--- src/rtl/uart_pkg.sv ---
// Shared UART definitions: transmitter state encoding, parity-mode codes and
// the bit-period helper used by both the transmit and future receive paths.
`timescale 1ns/1ps
package uart_pkg;

    typedef enum logic [2:0] {
        IDLE,
        START,
        DATA,
        PARITY,
        STOP
    } tx_state_e;

    localparam int unsigned PARITY_NONE = 0;
    localparam int unsigned PARITY_EVEN = 1;
    localparam int unsigned PARITY_ODD  = 2;

    // Integer-truncated clock cycles per line bit; 0 flags an unusable rate.
    function automatic int unsigned clks_per_bit(input int unsigned clk_freq,
                                                 input int unsigned baud_rate);
        if (baud_rate == 0) begin
            return 0;
        end
        return clk_freq / baud_rate;
    endfunction

endpackage

--- src/rtl/uart_tx_fifo.sv ---
// Synchronous transmit FIFO; pointers carry one extra wrap bit so full and
// empty are distinguished without a separate counter.
`timescale 1ns/1ps
module uart_tx_fifo #(
    parameter int unsigned DEPTH = 4,
    parameter int unsigned WIDTH = 8
) (
    input  logic                     clk,
    input  logic                     rst,
    input  logic                     push,
    input  logic                     pop,
    input  logic [WIDTH-1:0]         wdata,
    output logic [WIDTH-1:0]         rdata,
    output logic                     full,
    output logic                     empty,
    output logic [$clog2(DEPTH):0]   level
);

    localparam int unsigned AW = $clog2(DEPTH);
    localparam int unsigned PW = AW + 1;

    logic [PW-1:0]    wr_q, wr_d;
    logic [PW-1:0]    rd_q, rd_d;
    logic [WIDTH-1:0] mem [DEPTH];

    assign empty = (wr_q == rd_q);
    assign full  = (wr_q[AW] != rd_q[AW]) && (wr_q[AW-1:0] == rd_q[AW-1:0]);
    assign level = wr_q - rd_q;
    assign rdata = mem[rd_q[AW-1:0]];

    always_comb begin
        wr_d = wr_q;
        rd_d = rd_q;
        if (push && !full) begin
            wr_d = wr_q + PW'(1);
        end
        if (pop && !empty) begin
            rd_d = rd_q + PW'(1);
        end
    end

    always_ff @(posedge clk) begin
        if (rst) begin
            wr_q <= '0;
            rd_q <= '0;
        end else begin
            wr_q <= wr_d;
            rd_q <= rd_d;
        end
    end

    // Storage is not reset; only entries between the pointers are ever read.
    always_ff @(posedge clk) begin
        if (push && !full) begin
            mem[wr_q[AW-1:0]] <= wdata;
        end
    end

endmodule

--- src/rtl/uart_tx_frame.sv ---
// Parametrised UART transmitter with valid/ready input. UART_TX_FIFO_EN selects
// a FIFO_DEPTH-entry queue; otherwise a single holding register is used.
`timescale 1ns/1ps
module uart_tx_frame
    import uart_pkg::*;
#(
    parameter int unsigned CLK_FREQ    = 200000000,
    parameter int unsigned BAUD_RATE   = 115200,
    parameter int unsigned DATA_BITS   = 8,
    parameter int unsigned PARITY_MODE = 0,
    parameter int unsigned STOP_BITS   = 1,
    parameter int unsigned FIFO_DEPTH  = 4
) (
    input  logic                          CLK,
    input  logic                          RST,
    input  logic [DATA_BITS-1:0]          TX_DATA,
    input  logic                          TX_VALID,
    output logic                          TX_READY,
    output logic                          SO,
    output logic                          BUSY,
    output logic [$clog2(FIFO_DEPTH):0]   FIFO_LEVEL
);

    localparam int unsigned CLKS_PER_BIT = clks_per_bit(CLK_FREQ, BAUD_RATE);
    localparam int unsigned CNT_W        = $clog2(CLKS_PER_BIT);
    localparam int unsigned LVL_W        = $clog2(FIFO_DEPTH) + 1;
    localparam int unsigned IDX_W        = 4;
    localparam bit          HAS_PARITY   = (PARITY_MODE != PARITY_NONE);

    if (CLKS_PER_BIT < 2 || DATA_BITS < 5 || DATA_BITS > 9 || PARITY_MODE > PARITY_ODD ||
        STOP_BITS < 1 || STOP_BITS > 2) begin : g_bad_param
        $error("uart_tx_frame: illegal parameter combination");
    end

    logic                 push;
    logic                 pop;
    logic                 fifo_full;
    logic                 fifo_empty;
    logic [DATA_BITS-1:0] head_data;

    assign TX_READY = !fifo_full;
    assign push     = TX_VALID && TX_READY;

`ifdef UART_TX_FIFO_EN
    if (FIFO_DEPTH < 2 || (FIFO_DEPTH & (FIFO_DEPTH - 1)) != 0) begin : g_bad_depth
        $error("uart_tx_frame: FIFO_DEPTH must be a power of two, at least 2");
    end

    uart_tx_fifo #(
        .DEPTH (FIFO_DEPTH),
        .WIDTH (DATA_BITS)
    ) u_fifo (
        .clk   (CLK),
        .rst   (RST),
        .push  (push),
        .pop   (pop),
        .wdata (TX_DATA),
        .rdata (head_data),
        .full  (fifo_full),
        .empty (fifo_empty),
        .level (FIFO_LEVEL)
    );
`else
    logic                 hold_valid_q, hold_valid_d;
    logic [DATA_BITS-1:0] hold_data_q, hold_data_d;

    // Push and pop are mutually exclusive: push needs it empty, pop needs it full.
    always_comb begin
        hold_valid_d = hold_valid_q;
        hold_data_d  = hold_data_q;
        if (pop) begin
            hold_valid_d = 1'b0;
        end
        if (push) begin
            hold_valid_d = 1'b1;
            hold_data_d  = TX_DATA;
        end
    end

    always_ff @(posedge CLK) begin
        if (RST) begin
            hold_valid_q <= 1'b0;
            hold_data_q  <= '0;
        end else begin
            hold_valid_q <= hold_valid_d;
            hold_data_q  <= hold_data_d;
        end
    end

    assign fifo_full  = hold_valid_q;
    assign fifo_empty = !hold_valid_q;
    assign head_data  = hold_data_q;
    assign FIFO_LEVEL = LVL_W'(hold_valid_q);
`endif

    tx_state_e            state_q, state_d;
    logic [CNT_W-1:0]     cnt_q, cnt_d;
    logic [IDX_W-1:0]     idx_q, idx_d;
    logic [DATA_BITS-1:0] shift_q, shift_d;
    logic                 par_q, par_d;
    logic                 so_q, so_d;
    logic                 busy_q, busy_d;
    logic                 bit_done;

    assign bit_done = (cnt_q == CNT_W'(CLKS_PER_BIT - 1));

    always_comb begin
        state_d = state_q;
        cnt_d   = bit_done ? '0 : cnt_q + CNT_W'(1);
        idx_d   = idx_q;
        shift_d = shift_q;
        par_d   = par_q;
        pop     = 1'b0;
        so_d    = 1'b1;
        busy_d  = 1'b0;

        case (state_q)
            IDLE: begin
                cnt_d = '0;
                pop   = !fifo_empty;
            end
            START: begin
                if (bit_done) begin
                    state_d = DATA;
                    idx_d   = '0;
                end
            end
            DATA: begin
                if (bit_done) begin
                    shift_d = shift_q >> 1;
                    if (idx_q == IDX_W'(DATA_BITS - 1)) begin
                        state_d = HAS_PARITY ? PARITY : STOP;
                        idx_d   = '0;
                    end else begin
                        idx_d = idx_q + IDX_W'(1);
                    end
                end
            end
            PARITY: begin
                if (bit_done) begin
                    state_d = STOP;
                    idx_d   = '0;
                end
            end
            STOP: begin
                if (bit_done) begin
                    if (idx_q == IDX_W'(STOP_BITS - 1)) begin
                        if (fifo_empty) begin
                            state_d = IDLE;
                        end else begin
                            pop = 1'b1;
                        end
                    end else begin
                        idx_d = idx_q + IDX_W'(1);
                    end
                end
            end
            default: state_d = IDLE;
        endcase

        // Loading a word always starts a fresh frame, from IDLE or back to back.
        if (pop) begin
            state_d = START;
            cnt_d   = '0;
            idx_d   = '0;
            shift_d = head_data;
            par_d   = (^head_data) ^ (PARITY_MODE == PARITY_ODD);
        end

        case (state_d)
            START:   so_d = 1'b0;
            DATA:    so_d = shift_d[0];
            PARITY:  so_d = par_d;
            default: so_d = 1'b1;
        endcase
        busy_d = (state_d != IDLE);
    end

    always_ff @(posedge CLK) begin
        if (RST) begin
            state_q <= IDLE;
            cnt_q   <= '0;
            idx_q   <= '0;
            shift_q <= '0;
            par_q   <= 1'b0;
            so_q    <= 1'b1;
            busy_q  <= 1'b0;
        end else begin
            state_q <= state_d;
            cnt_q   <= cnt_d;
            idx_q   <= idx_d;
            shift_q <= shift_d;
            par_q   <= par_d;
            so_q    <= so_d;
            busy_q  <= busy_d;
        end
    end

    assign SO   = so_q;
    assign BUSY = busy_q;

endmodule
--- config.mk ---
export PLATFORM = sky130hd
export DESIGN_NAME = uart_tx_frame
export DESIGN_NICKNAME = d
export VERILOG_FILES = /design/src/rtl/uart_pkg.sv /design/src/rtl/uart_tx_fifo.sv /design/src/rtl/uart_tx_frame.sv
export SDC_FILE = /design/constraint.sdc
export NUM_CORES = 1
export LEC_CHECK = 0
export ABC_AREA = 1
export BUFFER_PORTS_ARGS = -buffer_cell sky130_fd_sc_hd__buf_2
export CORE_UTILIZATION = 35
export DETAILED_ROUTE_END_ITERATION = 12
export HOLD_SLACK_MARGIN = 0.08
export SKIP_LAST_GASP = 1
export SLEW_MARGIN = 30
export SYNTH_ARGS = -nofsm -noshare
export SYNTH_HDL_FRONTEND = slang
export SYNTH_SLANG_ARGS = --single-unit
--- constraint.sdc ---
create_clock -name CLK -period 2.2 [get_ports CLK]
set_input_delay 0.22 -clock CLK [delete_from_list [all_inputs] [get_ports CLK]]
set_output_delay 0.22 -clock CLK [all_outputs]
set_load 0.1 [all_outputs]
==> impl_metrics.env, run 1 <==
export IMPL_stdcell_area_sq_um=2310
export IMPL_status="finished clean"
export IMPL_core_sq_um=5570
export IMPL_hold_class="in2reg"
export IMPL_rr_endpoint="SO$_SDFF_PP1_"
export IMPL_synthesis_instances=292
export IMPL_yosysMostFrequentCell="nand2_1"
export IMPL_r2r_start="cnt_q[0]$_SDFF_PP0_"
export IMPL_firstDrtPassIters=4
export IMPL_clkTransAtPathRegs_ps=80
export IMPL_r2r_slack_ps=370
export IMPL_area_growth_pct=12.8
export IMPL_muxShareOfSynthArea_pct=0
export IMPL_synth_adder_area_share_pct=1.83
export IMPL_whs_ps=146
export IMPL_synth_top_area_share_pct=37.1
export IMPL_syn_area_sq_um=2050
export IMPL_place_area_sq_um=2170
export IMPL_wire_per_inst_um=10.5
export IMPL_synth_area_top_cells="dfxtp_1 (37%), nand2_1 (11%), nor2_1 (7.7%)"
export IMPL_num_rows=27
export IMPL_leakage_uw=0.000973
export IMPL_endpoint_kind="flip-flop"
export IMPL_ir_drop_mv=0.373
export IMPL_power_density_nw_per_um2=754
export IMPL_cts_resized=0
export IMPL_io_pins=17
export IMPL_ys_seq_area_share_pct=37.1
export IMPL_grt_pass1_vias=1624
export IMPL_cts_sinks=38
export IMPL_die_area_sq_um=6170
export IMPL_yosys_area_top_type="dfxtp_1"
export IMPL_cts_path_max_buffers=2
export IMPL_dp_hpwl_mm=3.01
export IMPL_fmax_mhz=547
export IMPL_synth_cell_types=31
export IMPL_finalHoldViolations=0
export IMPL_die_w_um=78.6
export IMPL_synth_avg_cell_area_sq_um=7.03
export IMPL_clkLatencyLatePin_ps=290
export IMPL_synth_edf_count=0
export IMPL_antenna_left=0
export IMPL_period_needed_ps=1830
export IMPL_cp_required_ps=2380
export IMPL_drc=0
export IMPL_synth_top_family_by_area="simple AND/OR/NAND/NOR gates"
export IMPL_start_util_pct=36.8
export IMPL_cts_buffers=5
export IMPL_vias=1773
export IMPL_cp_start_kind="flip-flop"
export IMPL_globalplace_congestion=0.820
export IMPL_fin_tns_setup_ps=0
export IMPL_critPathArrivalTime_ps=2010
export IMPL_antenna_found_initial=0
export IMPL_ys_ff_latch=38
export IMPL_synthArstFlopShare_pct=0
export IMPL_synthXorXnorAreaFrac_pct=6.40
export IMPL_grt_max_degree=22
export IMPL_path_class="reg2reg"
export IMPL_cts_hold_buf=0
export IMPL_drt_iter0_markers=106
export IMPL_htreeDepth=2
export IMPL_critPathMaxFanout=21
export IMPL_overflow=0
export IMPL_synthTopCellsByCount="nand2_1 (58), nor2_1 (42), dfxtp_1 (38), inv_1 (31), nand3_1 (19)"
export IMPL_nets=320
export IMPL_wl_mm=3.97
export IMPL_n_fill_cell=605
export IMPL_portBuffers=14
export IMPL_drv_slew=0
export IMPL_grt_pass1_wl_mm=7.17
export IMPL_crit_start="cnt_q[0]$_SDFF_PP0_"
export IMPL_synth_compound_area_share_pct=11.3
export IMPL_final_period_utilization_pct=83.1
export IMPL_rsz0062_at_grt="no"
export IMPL_maxCapViolCount=0
export IMPL_track_usage_pct=14.4
export IMPL_cts_setup_buffers=0
export IMPL_finalClockSkew_ps=11.5
export IMPL_via_per_inst=4.68
export IMPL_synthSimpleGateAreaFrac_pct=34.5
export IMPL_endpoint="SO$_SDFF_PP1_"
export IMPL_die_h_um=78.6
export IMPL_cts_tree="yes"
export IMPL_r2r_cells=10
export IMPL_synth_flop_cell="dfxtp_1"
export IMPL_cts_root_buffer="clkbuf_8"
export IMPL_diodes=0
export IMPL_setup_viol=0
export IMPL_ys_warnings_count=0
export IMPL_final_layout_size_suffix_gt1_share_pct=14.0
==> state kept, by name (all words and copies together), names as in the netlist <==
| register | count |
|---|---|
| head_data | 8 |
| par_q | 1 |
| BUSY | 1 |
| SO | 1 |
| fifo_full | 1 |
| cnt_q | 11 |
| shift_q | 8 |
| state_q | 3 |
| idx_q | 4 |
==> worst max-delay path, stage by stage (launching register included) <==
cell     delay, ps
dfxtp_1        370
ha_1           240
nand2_1        120
nor2_4         140
nand3_4        140
nand2_2        100
nand2_2        230
inv_1          170
nand2_1         80
nand3_1         70
nand3_1         70
==> kinds of logic after synthesis <==
| family | count (synthesis) |
|---|---|
| and+or+nand+nor | 152 |
| buffers and inverters | 42 |
| AOI/OAI and AO/OA | 41 |
| adders and majority gates | 3 |
| other | 1 |
| xor gates and xnor gates | 15 |
| DFF | 38 |
==> worst min path at each step <==
stage | from | endpoint | slack, ps | cells past startpoint
after detailed placement | TX_DATA[5] | head_data[5]$_SDFFE_PP0P_ | 450 | 3
after floorplan | TX_DATA[0] | head_data[0]$_SDFFE_PP0P_ | 350 | 2
final | TX_DATA[5] | head_data[5]$_SDFFE_PP0P_ | 150 | 3
after CTS | TX_DATA[5] | head_data[5]$_SDFFE_PP0P_ | 140 | 3
after global placement | TX_DATA[4] | head_data[4]$_SDFFE_PP0P_ | 440 | 3
after global routing | TX_DATA[3] | head_data[3]$_SDFFE_PP0P_ | 140 | 3
==> per-layer routing <==
layer | GRT usage, % | up-vias | share of wire [%] | wire length, um
li1 | - | 964 | - | -
met1 | 18.6 | 785 | 49 | 1960
met4 | 3.89 | 0 | 1.1 | 44
met2 | 24.1 | 18 | 46 | 1850
met5 | 0 | - | 0 | 0
met3 | 3.14 | 6 | 3.1 | 125
==> per-stage QoR <==
step / util (%) / instances / setup slack (ps) / total power (uW)
6_report: 41.5 / 379 / 372 / 1750
4_1_cts: 41.5 / 379 / 358 / 1770
3_5_place_dp: 39.0 / 371 / 366 / 1030
5_1_grt: 41.5 / 379 / 188 / 1830
2_1_floorplan: - / 293 / 565 / 993
3_3_place_gp: 39.0 / 371 / 410 / 1030
==> cell usage in the layout (no fill, tap or decap) <==
cell	count
buf_4	2
inv_1	31
nand2_1	58
nor2_2	3
o21ai_2	1
a211oi_2	1
inv_2	1
bufinv_16	2
xnor2_1	6
nor2_4	4
a21oi_1	13
a31oi_1	6
clkbuf_8	6
buf_2	14
nand3_4	1
and3_1	1
o21ai_0	17
nor2_1	42
o21bai_1	1
o21a_1	1
dfxtp_1	38
xor2_1	9
ha_1	3
nor3b_1	2
nand3_1	19
a211oi_1	1
conb_1	2
nand2_2	7
nand4_1	9
nand3_2	1
nor3_1	5
==> power breakdown <==
| group | total (uW) | internal, uW | leakage (uW) | switching (uW) |
|---|---|---|---|---|
| Combinational | 259 | 79.5 | 0.000591 | 180 |
| Sequential | 759 | 725 | 0.000310 | 34.2 |
| Clock | 728 | 484 | 0.0000714 | 245 |
| Total | 1750 | 1290 | 0.000973 | 458 |
==> layout make-up <==
cell class / count / area, sq um / share of cell area, %
tap: 72 / 90.1 / 3.89
clock buffer: 6 / 82.6 / 3.57
sequential: 38 / 761 / 32.9
multi-input combinational: 213 / 1120 / 48.2
inverter: 32 / 120 / 5.19
clock inverter: 2 / 60.1 / 2.59
timing repair buffer: 16 / 85.1 / 3.68
(Power assumes the default switching activity.)
==> run 2: changes to the inputs <==
clock period = 1.8 ns   (was 2.2 ns; I/O delays follow)
==> impl_metrics.env, run 2 (synthesis results as in run 1) <==
export IMPL_status="finished clean"
export IMPL_final_period_utilization_pct=91.0
export IMPL_firstDrtPassIters=5
export IMPL_dp_cells=377
export IMPL_cts_root_buffer="clkbuf_8"
export IMPL_cts_path_max_buffers=2
export IMPL_period_needed_ps=1640
export IMPL_antenna_left=0
export IMPL_drc=0
export IMPL_io_pins=17
export IMPL_nets=326
export IMPL_finalHoldViolations=0
export IMPL_fmax_mhz=610
export IMPL_core_sq_um=5570
export IMPL_leakage_uw=0.000979
export IMPL_globalplace_congestion=0.828
export IMPL_final_cell_count_no_fill=385
export IMPL_clkTransAtPathRegs_ps=80
export IMPL_ir_drop_mv=0.531
export IMPL_layout_commonest_cell="nand2_1"
export IMPL_rsz0062_at_grt="no"
export IMPL_largest_reg_flops=11
export IMPL_hold_class="in2reg"
export IMPL_cp_start_kind="flip-flop"
export IMPL_cp_required_ps=1990
export IMPL_num_rows=27
export IMPL_area_growth_pct=13.7
export IMPL_critPathMaxFanout=6
export IMPL_die_w_um=78.6
export IMPL_die_h_um=78.6
export IMPL_final_cell_mix="nand2_1 (58), nor2_1 (42), dfxtp_1 (36), inv_1 (31), nand3_1 (19)"
export IMPL_cts_hold_buf=0
export IMPL_vias=1834
export IMPL_die_area_sq_um=6170
export IMPL_drt_iter0_markers=101
export IMPL_start_util_pct=36.8
export IMPL_via_per_inst=4.76
export IMPL_track_usage_pct=13.9
export IMPL_critPathArrivalTime_ps=1830
export IMPL_htreeDepth=2
export IMPL_antenna_found_initial=0
export IMPL_largest_register="cnt_q"
export IMPL_cpPeakStageDelay_ps=370
export IMPL_finalClockSkew_ps=5.83
export IMPL_endpoint_kind="flip-flop"
export IMPL_portBuffers=14
export IMPL_drv_slew=0
export IMPL_wl_mm=4.10
export IMPL_clkLatencyLatePin_ps=290
export IMPL_crit_chain="ha_4 > nand2_1 > nor2_4 > nand3_4 > buf_4 > nor2_4 > nand2_2 > nor2_2 > xor2_1 > nor2_1"
export IMPL_wire_per_inst_um=10.6
export IMPL_diodes=0
export IMPL_setup_viol=0
export IMPL_cts_tree="yes"
export IMPL_overflow=0
export IMPL_grt_pass1_wl_mm=6.79
export IMPL_final_layout_size_suffix_gt1_share_pct=16.6
export IMPL_cp_common_cell="nor2_4"
export IMPL_path_class="reg2reg"
export IMPL_crit_slowest_cell="dfxtp_2"
export IMPL_dp_hpwl_mm=3.06
export IMPL_cts_sinks=38
export IMPL_power_density_nw_per_um2=799
export IMPL_n_fill_cell=614
export IMPL_grt_pass1_vias=1559
export IMPL_grt_max_degree=17
export IMPL_cts_buffers=5
export IMPL_maxCapViolCount=0
export IMPL_fin_tns_setup_ps=0
-- run 2: report_power, final --
part / internal [uW] / switching (uW) / total [uW]
Sequential: 886 / 38.9 / 925
Combinational: 103 / 225 / 329
Clock: 309 / 303 / 612
Total: 1300 / 567 / 1870
-- run 2: critical path, delay by kind of cell, from the launching register on --
| kind | cells | cell delay, ps |
|---|---|---|
| AND/OR/NAND/NOR | 7 | 660 |
| flip-flops | 1 | 370 |
| buffers and inverters | 1 | 170 |
| adder cells (fa/ha/maj) | 1 | 160 |
| XOR/XNOR | 1 | 150 |
-- run 2: through the flow --
step                      setup WS [ps]  hold WS, ps  cell area (sq um)  total power [uW]  util, %
after floorplan                     165          315               2060              1210        -
after global placement             93.9          402               2220              1270     39.8
after detailed placement           53.8          409               2220              1270     39.8
after CTS                          35.2         91.1               2310              1900     41.4
after global routing               19.8         96.3               2330              1970     41.9
final                               161          101               2330              1870     41.9
-- run 2: per-layer routing --
metal	global-route usage [%]	up-vias	wire [um]	part of all wire (%)
met2	22.7	26	1920	47
met1	17.1	823	1990	48
met5	0	-	0	0
met3	4.19	8	131	3.2
li1	-	977	-	-
met4	5.37	0	56	1.4
-- run 2: final cells by class --
| type | instances | area [sq um] | share of cell area, % |
|---|---|---|---|
| clock buffer | 7 | 86.3 | 3.70 |
| inverter | 32 | 120 | 5.15 |
| timing repair buffer | 22 | 130 | 5.58 |
| sequential | 38 | 763 | 32.7 |
| multi-input combinational | 213 | 1140 | 48.8 |
| tap | 72 | 90.1 | 3.86 |
| clock inverter | 1 | 5.00 | 0.214 |
-- run 2: path summary, 6_finish.rpt --
check / endpoint / startpoint / slack [ps] / depth (start not counted)
setup reg to reg: idx_q[3]$_SDFFE_PP0P_ / cnt_q[0]$_SDFF_PP0_ / 160 / 10
hold reg to reg: cnt_q[0]$_SDFF_PP0_ / cnt_q[0]$_SDFF_PP0_ / 460 / 1
hold / removal: head_data[0]$_SDFFE_PP0P_ / TX_DATA[0] / 100 / 3
setup / recovery: idx_q[3]$_SDFFE_PP0P_ / cnt_q[0]$_SDFF_PP0_ / 160 / 10
-- run 2: what timing repair did --
action,CTS,global route
endpoints found under the hold margin,0,0
setup endpoints to repair,0,15
resized for setup,0,6
buffers inserted,0,0
